## src/rtl/block_counter_ctrl_pkg.sv

```systemverilog
// Shared interleaver definitions: block-size mode encodings, controller states
// and default block lengths.
package block_counter_ctrl_pkg;

    localparam int unsigned DEF_CNT_W      = 13;
    localparam int unsigned DEF_SIZE_SMALL = 1056;
    localparam int unsigned DEF_SIZE_LARGE = 6144;

    typedef enum logic [1:0] {
        MODE_SMALL  = 2'd0,
        MODE_LARGE  = 2'd1,
        MODE_CUSTOM = 2'd2,
        MODE_RSVD   = 2'd3
    } mode_e;

    typedef enum logic {
        IDLE = 1'b0,
        RUN  = 1'b1
    } state_e;

endpackage

```

## src/rtl/block_index_counter.sv

```systemverilog
// W-bit index counter with asynchronous active-low clear, synchronous clear
// (priority) and count enable.
module block_index_counter #(
    parameter int unsigned W = 13
) (
    input  logic         clk,
    input  logic         rst_n,
    input  logic         i_clr,
    input  logic         i_en,
    output logic [W-1:0] o_count
);

    logic [W-1:0] r_count;

    always_ff @(posedge clk or negedge rst_n) begin
        if (!rst_n) begin
            r_count <= '0;
        end else if (i_clr) begin
            r_count <= '0;
        end else if (i_en) begin
            r_count <= r_count + W'(1);
        end
    end

    assign o_count = r_count;

endmodule

```

## src/rtl/block_counter_ctrl.sv

```systemverilog
// Block-index sequencer for the interleaver: start/done handshake, per-block
// size latch, back-to-back auto-restart and ping-pong bank select.
module block_counter_ctrl
    import block_counter_ctrl_pkg::*;
#(
    parameter int unsigned CNT_W      = DEF_CNT_W,
    parameter int unsigned SIZE_SMALL = DEF_SIZE_SMALL,
    parameter int unsigned SIZE_LARGE = DEF_SIZE_LARGE
) (
    input  logic             clk,
    input  logic             reset,
    input  logic             start,
    input  logic             count_enable,
    input  logic [1:0]       block_size,
    input  logic [CNT_W-1:0] custom_size,
    input  logic             auto_restart,
    output logic [CNT_W-1:0] count,
    output logic [CNT_W-1:0] target,
    output logic             valid,
    output logic             last,
    output logic             done,
    output logic             busy,
    output logic             bank,
    output logic             err
);

    localparam longint unsigned MAX_N = (64'd1 << CNT_W) - 64'd1;

    // Block lengths must be representable and non-zero so target never underflows.
    if (64'(SIZE_SMALL) < 64'd1 || 64'(SIZE_SMALL) > MAX_N) begin : g_bad_small
        $error("block_counter_ctrl: SIZE_SMALL out of range 1..2^CNT_W-1");
    end
    if (64'(SIZE_LARGE) < 64'd1 || 64'(SIZE_LARGE) > MAX_N) begin : g_bad_large
        $error("block_counter_ctrl: SIZE_LARGE out of range 1..2^CNT_W-1");
    end

    state_e           r_state;
    state_e           w_state_nxt;
    logic [CNT_W-1:0] r_target;
    logic [CNT_W-1:0] w_target_nxt;
    logic             r_bank;
    logic             w_bank_nxt;
    logic             r_done;
    logic             w_done_nxt;
    logic             r_err;
    logic             w_err_nxt;
    logic             r_last;
    logic             w_last_nxt;

    logic [CNT_W-1:0] w_count;
    logic [CNT_W-1:0] w_count_nxt;
    logic             w_clr;
    logic             w_inc;

    logic [CNT_W-1:0] w_size;
    logic             w_legal;
    logic [CNT_W-1:0] w_new_target;
    logic             w_at_end;

    // Block length and legality for the currently presented mode.
    always_comb begin
        w_size  = '0;
        w_legal = 1'b0;
        case (block_size)
            MODE_SMALL: begin
                w_size  = CNT_W'(SIZE_SMALL);
                w_legal = 1'b1;
            end
            MODE_LARGE: begin
                w_size  = CNT_W'(SIZE_LARGE);
                w_legal = 1'b1;
            end
            MODE_CUSTOM: begin
                w_size  = custom_size;
                w_legal = |custom_size;
            end
            default: begin
                w_size  = '0;
                w_legal = 1'b0;
            end
        endcase
    end

    assign w_new_target = w_size - CNT_W'(1);
    assign w_at_end     = (w_count == r_target);

    always_ff @(posedge clk or negedge reset) begin
        if (!reset) begin
            r_state  <= IDLE;
            r_target <= '0;
            r_bank   <= 1'b0;
            r_done   <= 1'b0;
            r_err    <= 1'b0;
            r_last   <= 1'b0;
        end else begin
            r_state  <= w_state_nxt;
            r_target <= w_target_nxt;
            r_bank   <= w_bank_nxt;
            r_done   <= w_done_nxt;
            r_err    <= w_err_nxt;
            r_last   <= w_last_nxt;
        end
    end

    always_comb begin
        w_state_nxt  = r_state;
        w_target_nxt = r_target;
        w_bank_nxt   = r_bank;
        w_done_nxt   = 1'b0;
        w_err_nxt    = 1'b0;
        w_clr        = 1'b0;
        w_inc        = 1'b0;

        case (r_state)
            IDLE: begin
                w_clr = 1'b1;
                if (start) begin
                    if (w_legal) begin
                        w_target_nxt = w_new_target;
                        w_state_nxt  = RUN;
                    end else begin
                        w_err_nxt = 1'b1;
                    end
                end
            end
            RUN: begin
                if (count_enable) begin
                    if (!w_at_end) begin
                        w_inc = 1'b1;
                    end else begin
                        // Final index consumed: close the block, optionally chain the next.
                        w_done_nxt = 1'b1;
                        w_bank_nxt = ~r_bank;
                        w_clr      = 1'b1;
                        if (auto_restart && w_legal) begin
                            w_target_nxt = w_new_target;
                        end else begin
                            w_err_nxt   = auto_restart;
                            w_state_nxt = IDLE;
                        end
                    end
                end
            end
            default: begin
                w_state_nxt = IDLE;
                w_clr       = 1'b1;
            end
        endcase

        if (w_clr) begin
            w_count_nxt = '0;
        end else if (w_inc) begin
            w_count_nxt = w_count + CNT_W'(1);
        end else begin
            w_count_nxt = w_count;
        end
        w_last_nxt = (w_state_nxt == RUN) && (w_count_nxt == w_target_nxt);
    end

    block_index_counter #(
        .W (CNT_W)
    ) u_index_counter (
        .clk     (clk),
        .rst_n   (reset),
        .i_clr   (w_clr),
        .i_en    (w_inc),
        .o_count (w_count)
    );

    assign count  = w_count;
    assign target = r_target;
    assign valid  = (r_state == RUN);
    assign busy   = (r_state == RUN);
    assign last   = r_last;
    assign done   = r_done;
    assign bank   = r_bank;
    assign err    = r_err;

endmodule

```

## config.mk

```make
export PLATFORM = sky130hd
export DESIGN_NAME = block_counter_ctrl
export DESIGN_NICKNAME = d
export VERILOG_FILES = /design/src/rtl/block_counter_ctrl_pkg.sv /design/src/rtl/block_index_counter.sv /design/src/rtl/block_counter_ctrl.sv
export SDC_FILE = /design/constraint.sdc
export NUM_CORES = 1
export LEC_CHECK = 0
export CAP_MARGIN = 20
export CORE_ASPECT_RATIO = 0.7
export CORE_UTILIZATION = 40
export DETAILED_ROUTE_END_ITERATION = 12
export PLACE_DENSITY = 0.69
export SLEW_MARGIN = 15
export SYNTH_ARGS = -nofsm -noshare
export SYNTH_HDL_FRONTEND = slang
export SYNTH_SLANG_ARGS = --single-unit
```

## constraint.sdc

```tcl
create_clock -name clk -period 2.92 [get_ports clk]
set_clock_uncertainty 0.05 [all_clocks]
set_input_delay 0.438 -clock clk [delete_from_list [all_inputs] [get_ports clk]]
set_output_delay 0.438 -clock clk [all_outputs]
set_load 0.005 [all_outputs]
```

==> metrics.txt, run 1 <==
worst hold slack 424 ps; setup TNS -120 ps; reg2reg end last$_DFF_PN0_; fin cells 444; CTS tree done; slew of the pin with the lowest slew margin 686 ps; vias post-DR 2463; power density over cell area 713 nW/um^2; CTS H-tree lvls 2; Sequential Power Share 26.3%; CP endpoint kind register; ANT nets after route 0; final net count 393; Area after DPL 3260 sq um; Startpoint Class input port; FFs w/ async S/R, synth 100%; Synth top area share 35.7%; Clk pin slew, worst setup/hold paths 70 ps; YS warnings 0; vias in the first global route 2323; die area 5740 sq um; RSZ-0062 raised after global routing yes; largest net degree at the start of global routing 32; Tcrit/Tclk final 104%; Iter 0 DRT Violations 241; critical path's slowest cell or4_4; f_max 329 MHz; CTS Buffer Depth 2; count leader, synth dfrtp_1; Routed wire per std cell 16.6 microns; synthesized instance count 240; Synth Area per Inst 9.06 sq um; R2R setup slack -110 ps; Initial Util 41.6%; Post-synth top cells dfrtp_1, xnor2_1, nand2_1; clock power share 17.3%; largest fanout on the critical path 7; layout cells sized above 1 35.8%; dpl cells 421; Reg2Reg Depth 8; Die W 90.1 microns; FP Rows 22; Core Box Area 5230 sq um; DRC 0; CP max stage delay 610 ps; synthesized area 2170 sq um; EDFF count, synth 0; max-slew violations 0; final hold vios 0; violated checks setup timing; clock sinks 31; Power Total 0.00261 W; setup ws final -120 ps; CTS Root Cell clkbuf_8; Comb power frac 56.4%; Synth Flop Type dfrtp_1; fill count 390; initial antenna violation count 0; slew margin rel. 53.5%; routed vias/inst 5.55; die height 63.7 microns; # diodes 0; Hold WC Path Type reg2reg; Synth cell types 50; Yosys top cell by area dfrtp_1; Layout Area Growth over Synthesis 68.2%; Peak VDD IR 0.000612 V; Total GRT Usage 25.9%; syn_nets 262; register area share after synthesis 35.7%; clk_lat worst skew 290 ps; total CTS buffers 5; critical path class in2reg; I/O Pins 52; Crit. Startpoint custom_size[6]; Yosys reg bits 31; WP data arrival 3170 ps; CP endpoint last$_DFF_PN0_; cells along the critical path dlygate4sd2_1 > or4_4 > nor3_4 > a32oi_2 > o21a_4 > buf_6 > mux2i_4 > xor2_1 > or4_1 > nor4_2; FF-to-FF Start u_index_counter.o_count[9]$_DFF_PN0_; Max Cap Viol 0; Worst Path Required 3050 ps; design area 3660 sq um; DRT Wirelength 7.35 mm; Sw Pwr 0.000931 W; main area contributors after synthesis dfrtp_1, xnor2_1, xor2_1; GRT Residual Overflow 0; Int Power 0.00168 W; gpl congestion 0.839; sw frac 35.7%; Tmin final 3040 ps; # setup viols final 1; first-pass GRT wire length 11.5 mm; status finished with violations; Port Buffers 51; Hold Path Origin bank$_DFFE_PN0P_; dpl hpwl 5.38 mm; drt pass-1 iters 5; Pleak 1.59 nW
==> cell type report <==
class                      count  area [sq um]  area share [%]
multi-input combinational    186          1460            39.9
timing repair buffer         138          1180            32.3
sequential                    31           776            21.2
tap                           72          90.1            2.46
clock buffer                   6          82.6            2.26
clock inverter                 2          35.0           0.958
inverter                       9          33.8           0.924
==> layer usage <==
layer,share of wire [%],vias to the layer above,global-route usage (%)
li1,-,1141,-
met1,46,1188,35.1
met2,45,124,41.0
met3,8.3,10,6.52
met4,1.2,0,7.46
met5,0,-,0
==> power by group through the flow <==
stage	Sequential, W	Clock [W]	Combinational (W)
final	0.000686	0.000451	0.00147
after detailed placement	0.000684	0	0.00132
after global placement	0.000675	0	0.00130
after global routing	0.000700	0.000470	0.00159
after CTS	0.000682	0.000454	0.00140
after floorplan	0.000729	0	0.000541
==> repair_timing <==
action / in CTS / in global routing
hold buffers: 0 / 0
buffers inserted: 10 / 5
cloned: 0 / 0
setup endpoints to repair: 1 / 1
pin swaps: 15 / 9
resized for setup: 26 / 13
==> worst max-delay path, delay by kind of cell <==
family / cells / cell delay [ps]
mux: 1 / 170
buf+inv: 2 / 370
xor+xnor: 1 / 140
simple gates: 4 / 1730
compound gates: 2 / 320
==> cell usage in the layout, fill, tap and decap left out, types with 2 or more instances in the layout <==
cell	synthesis	layout
dfrtp_1	31	31
mux2i_1	4	3
nand2_1	17	15
a22o_1	2	2
nand3b_1	2	2
mux2_2	6	5
nor4_2	1	3
buf_4	1	83
buf_6	1	3
o311ai_0	4	3
and3_1	5	5
or3_4	0	2
o21ai_0	5	4
or3_1	4	2
o2bb2ai_1	3	3
clkdlybuf4s50_1	0	44
nand2b_1	2	2
xor2_1	13	13
or4_4	0	2
nor2b_1	7	7
a31o_2	2	2
a21oi_1	9	8
nor4_1	7	4
nand3_1	13	12
inv_1	9	8
xnor2_1	20	17
and2_1	2	2
xnor2_2	0	3
nand2_2	0	2
nor3_1	7	6
o22a_1	2	2
clkbuf_8	0	6
o21a_1	4	3
o211ai_1	2	2
dlygate4sd2_1	0	6
or2_2	3	3
o31a_1	2	2
nor2_1	10	9
nand4_1	8	8
==> logic make-up (layout without fill, tap and decap cells) <==
group           after synthesis  count (layout)  share of synthesized area, %
fa+ha+maj                     2               2                          1.15
flops                        31              31                          35.7
buf+inv                      23             155                          4.66
compound gates               44              44                          15.3
simple gates                 97              97                          25.0
xor+xnor                     33              33                          13.3
mux                          10              10                          4.95
==> sequential cells by signal (all words and copies together) (netlist names) <==
signal,flops
last,1
bank,1
u_index_counter.o_count,13
busy,1
done,1
err,1
target,13
==> worst min path at each step <==
| stage | to | slack [ps] | depth (start not counted) |
|---|---|---|---|
| final | bank$_DFFE_PN0P_ | 420 | 1 |
| after floorplan | bank$_DFFE_PN0P_ | 90 | 0 |
| after detailed placement | bank$_DFFE_PN0P_ | 410 | 1 |
| after CTS | bank$_DFFE_PN0P_ | 420 | 1 |
| after global placement | bank$_DFFE_PN0P_ | 400 | 1 |
| after global routing | bank$_DFFE_PN0P_ | 450 | 1 |
==> per-stage QoR <==
| step | utilization [%] | setup slack, ps |
|---|---|---|
| detailed placement | 62.2 | -672 |
| CTS | 67.5 | -20.7 |
| global placement | 62.2 | -534 |
| finish | 69.9 | -120 |
| global route | 69.9 | -209 |
| floorplan | - | 16.5 |
Power figures use the tool's default switching activity.
==> run 2: changes to the inputs <==
--- a/config.mk
+++ b/config.mk
@@ -7,9 +7,9 @@
 export LEC_CHECK = 0
 export CAP_MARGIN = 20
 export CORE_ASPECT_RATIO = 0.7
-export CORE_UTILIZATION = 40
+export CORE_UTILIZATION = 50
 export DETAILED_ROUTE_END_ITERATION = 12
-export PLACE_DENSITY = 0.69
+export PLACE_DENSITY = 0.8
 export SLEW_MARGIN = 15
 export SYNTH_ARGS = -nofsm -noshare
 export SYNTH_HDL_FRONTEND = slang
==> constraint.sdc (replaced) <==
create_clock -name clk -period 2.8 [get_ports clk]
set_clock_uncertainty 0.05 [all_clocks]
set_input_delay 0.42 -clock clk [delete_from_list [all_inputs] [get_ports clk]]
set_output_delay 0.42 -clock clk [all_outputs]
set_load 0.005 [all_outputs]
==> run 2 against run 1 <==
The run still ends with setup timing left; critical path depth unchanged; sequential share of layout area up 0.63 points; register-to-register slack worse by 280 ps; final cell count down 7.0%; wire length up 34%; setup slack worse by 270 ps.
==> metrics.txt, run 2 (synthesis gave the netlist of run 1 again) <==
final net count 382 (-2.8%); total CTS buffers 5 (unchanged); initial antenna violation count 0 (unchanged); final hold vios 0 (unchanged); largest net degree at the start of global routing 32 (unchanged); WP data arrival 3320 ps (+150 ps); Max Cap Viol 0 (unchanged); critical path's slowest cell or3_4; RSZ-0062 raised after global routing yes; Clk pin slew, worst setup/hold paths 70 ps (about the same); clock power share 12.6% (-4.7 points); critical path class reg2reg; power density over cell area 775 nW/um^2 (+8.6%); routed vias/inst 6.71 (+21%); Total GRT Usage 37.2% (+11 points); drt pass-1 iters 6 (+1); Pleak 1.54 nW (-3.1%); clock sinks 31 (unchanged); CTS Root Cell clkbuf_8; first-pass GRT wire length 12.5 mm (+9.1%); WP buf/inv 2 (unchanged); # setup viols final 1 (unchanged); Tcrit/Tclk final 114%; Area after DPL 3220 sq um (-0.96%); CP endpoint kind register; I/O Pins 52 (unchanged); CP max stage delay 440 ps (-170 ps); Startpoint Class register; DRT Wirelength 9.82 mm (+34%); Initial Util 53.8% (+12 points); ANT nets after route 0 (unchanged); multi-input combinational cell area 1500 sq um (+3.2%); FP Rows 19 (-14%); CTS tree done; dpl hpwl 5.41 mm (+0.61%); Worst Path Required 2930 ps (-120 ps); most frequent cells in the layout buf_4, clkdlybuf4s50_1, dfrtp_1; max-slew violations 0 (unchanged); setup TNS -388 ps (-269 ps); Die W 80.8 microns (-10%); Sequential Area 776 sq um (unchanged); Int Power 0.00163 W (-2.6%); cell family contributing the most delay on the critical path simple AND/OR/NAND/NOR gates; Reg2Reg Depth 10 (+2); Crit. Startpoint u_index_counter.o_count[9]$_DFF_PN0_; cells along the critical path xnor2_2 > nand4_1 > buf_4 > nor4_4 > buf_4 > o21a_4 > mux2_2 > xor2_1 > or3_4 > nor4_4; largest fanout on the critical path 4 (-3); vias in the first global route 2498 (+7.5%); Worst Hold Path Cells 1 (unchanged); Peak VDD IR 0.000749 V (+22%); Core Box Area 4040 sq um (-23%); CTS H-tree lvls 2 (unchanged); critical path depth 10 (unchanged); slew of the pin with the lowest slew margin 696 ps (+10.1 ps); Routed wire per std cell 23.8 microns (+44%); FF-to-FF Start u_index_counter.o_count[9]$_DFF_PN0_; slew margin rel. 53.0% (-0.54 points); fill count 191 (-51%); gpl congestion 0.921 (+9.7%); Sw Pwr 0.00112 W (+20%); f_max 314 MHz; Comb power frac 60.8% (+4.4 points); Layout Area Growth over Synthesis 63.3%; clk_lat worst skew 280 ps (about the same); Port Buffers 51 (unchanged); setup ws final -388 ps (-269 ps); sw frac 40.6% (+4.9 points); pre-CTS setup slack -513 ps (+158 ps); layout cells sized above 1 34.3% (-1.4 points); CTS Buffer Depth 2 (unchanged); violated checks setup timing; status finished with violations; design area 3550 sq um (-2.9%); DRC 0 (unchanged); die area 4620 sq um (-19%); Tmin final 3190 ps; Hold Path Origin bank$_DFFE_PN0P_; Iter 0 DRT Violations 397 (+65%); hold_buf cts 0 (unchanged); commonest non-fill, non-tap cell in the layout buf_4; # diodes 0 (unchanged); die height 57.2 microns (-10%); vias post-DR 2773 (+13%); Sequential Power Share 26.6% (+0.3 points); GRT Residual Overflow 0 (unchanged); Hold WC Path Type reg2reg
==> run 2: cell types whose count changed in the layout (fill, tap and decap cells not counted), sizes merged <==
cell,before,now
buf,87,76
bufinv,1,0
clkbuf,6,7
clkdlybuf4s50,44,45
dlygate4sd2,6,5
==> run 2: per-stage QoR <==
stage                     util [%]  instances  hold slack (ps)  total power [W]
final                         87.9        413              425          0.00275
after global routing          87.9        413              450          0.00284
after CTS                     84.8        409              424          0.00254
after detailed placement      79.8        397              411          0.00209
after global placement        79.8        397              411          0.00204
after floorplan                  -        240             74.4          0.00133
==> run 2: cell type report <==
type                    count  area share, %
well taps                  52           1.83
repair buffers            127           30.8
inverters                   9          0.951
clock buffers               7           2.15
clock inverters             1          0.141
flip-flops and latches     31           21.8
multi-input cells         186           42.3
==> run 2: final timing paths <==
check	slack [ps]	end
min in group asynchronous	500	err$_DFF_PN0_
worst min-delay path	430	bank$_DFFE_PN0P_
max in group asynchronous	1900	target[6]$_DFF_PN0_
worst max register to register	-390	last$_DFF_PN0_
worst max-delay path	-390	last$_DFF_PN0_
worst min register to register	430	bank$_DFFE_PN0P_
==> run 2: per-layer routing <==
| layer | track usage [%] | share of wire (%) | routed length [microns] | vias to the layer above |
|---|---|---|---|---|
| li1 | - | - | - | 1117 |
| met4 | 13.8 | 7.4 | 724 | 0 |
| met1 | 47.8 | 37 | 3670 | 1312 |
| met3 | 11.5 | 12 | 1140 | 89 |
| met5 | 0 | 0 | 0 | - |
| met2 | 59.1 | 44 | 4280 | 255 |
==> run 2: power groups by stage <==
stage / sequential, W / clock, W / combinational (W)
after detailed placement: 0.000712 / 0 / 0.00137
after global routing: 0.000735 / 0.000369 / 0.00174
after CTS: 0.000710 / 0.000344 / 0.00148
final: 0.000733 / 0.000346 / 0.00167
after global placement: 0.000704 / 0 / 0.00134
after floorplan: 0.000761 / 0 / 0.000574
==> run 2: what timing repair did <==
action	in CTS	in global routing
pin swaps	8	12
buffers inserted	4	4
resized for setup	24	19
endpoints found under the setup margin	1	1
endpoints found under the hold margin	0	0
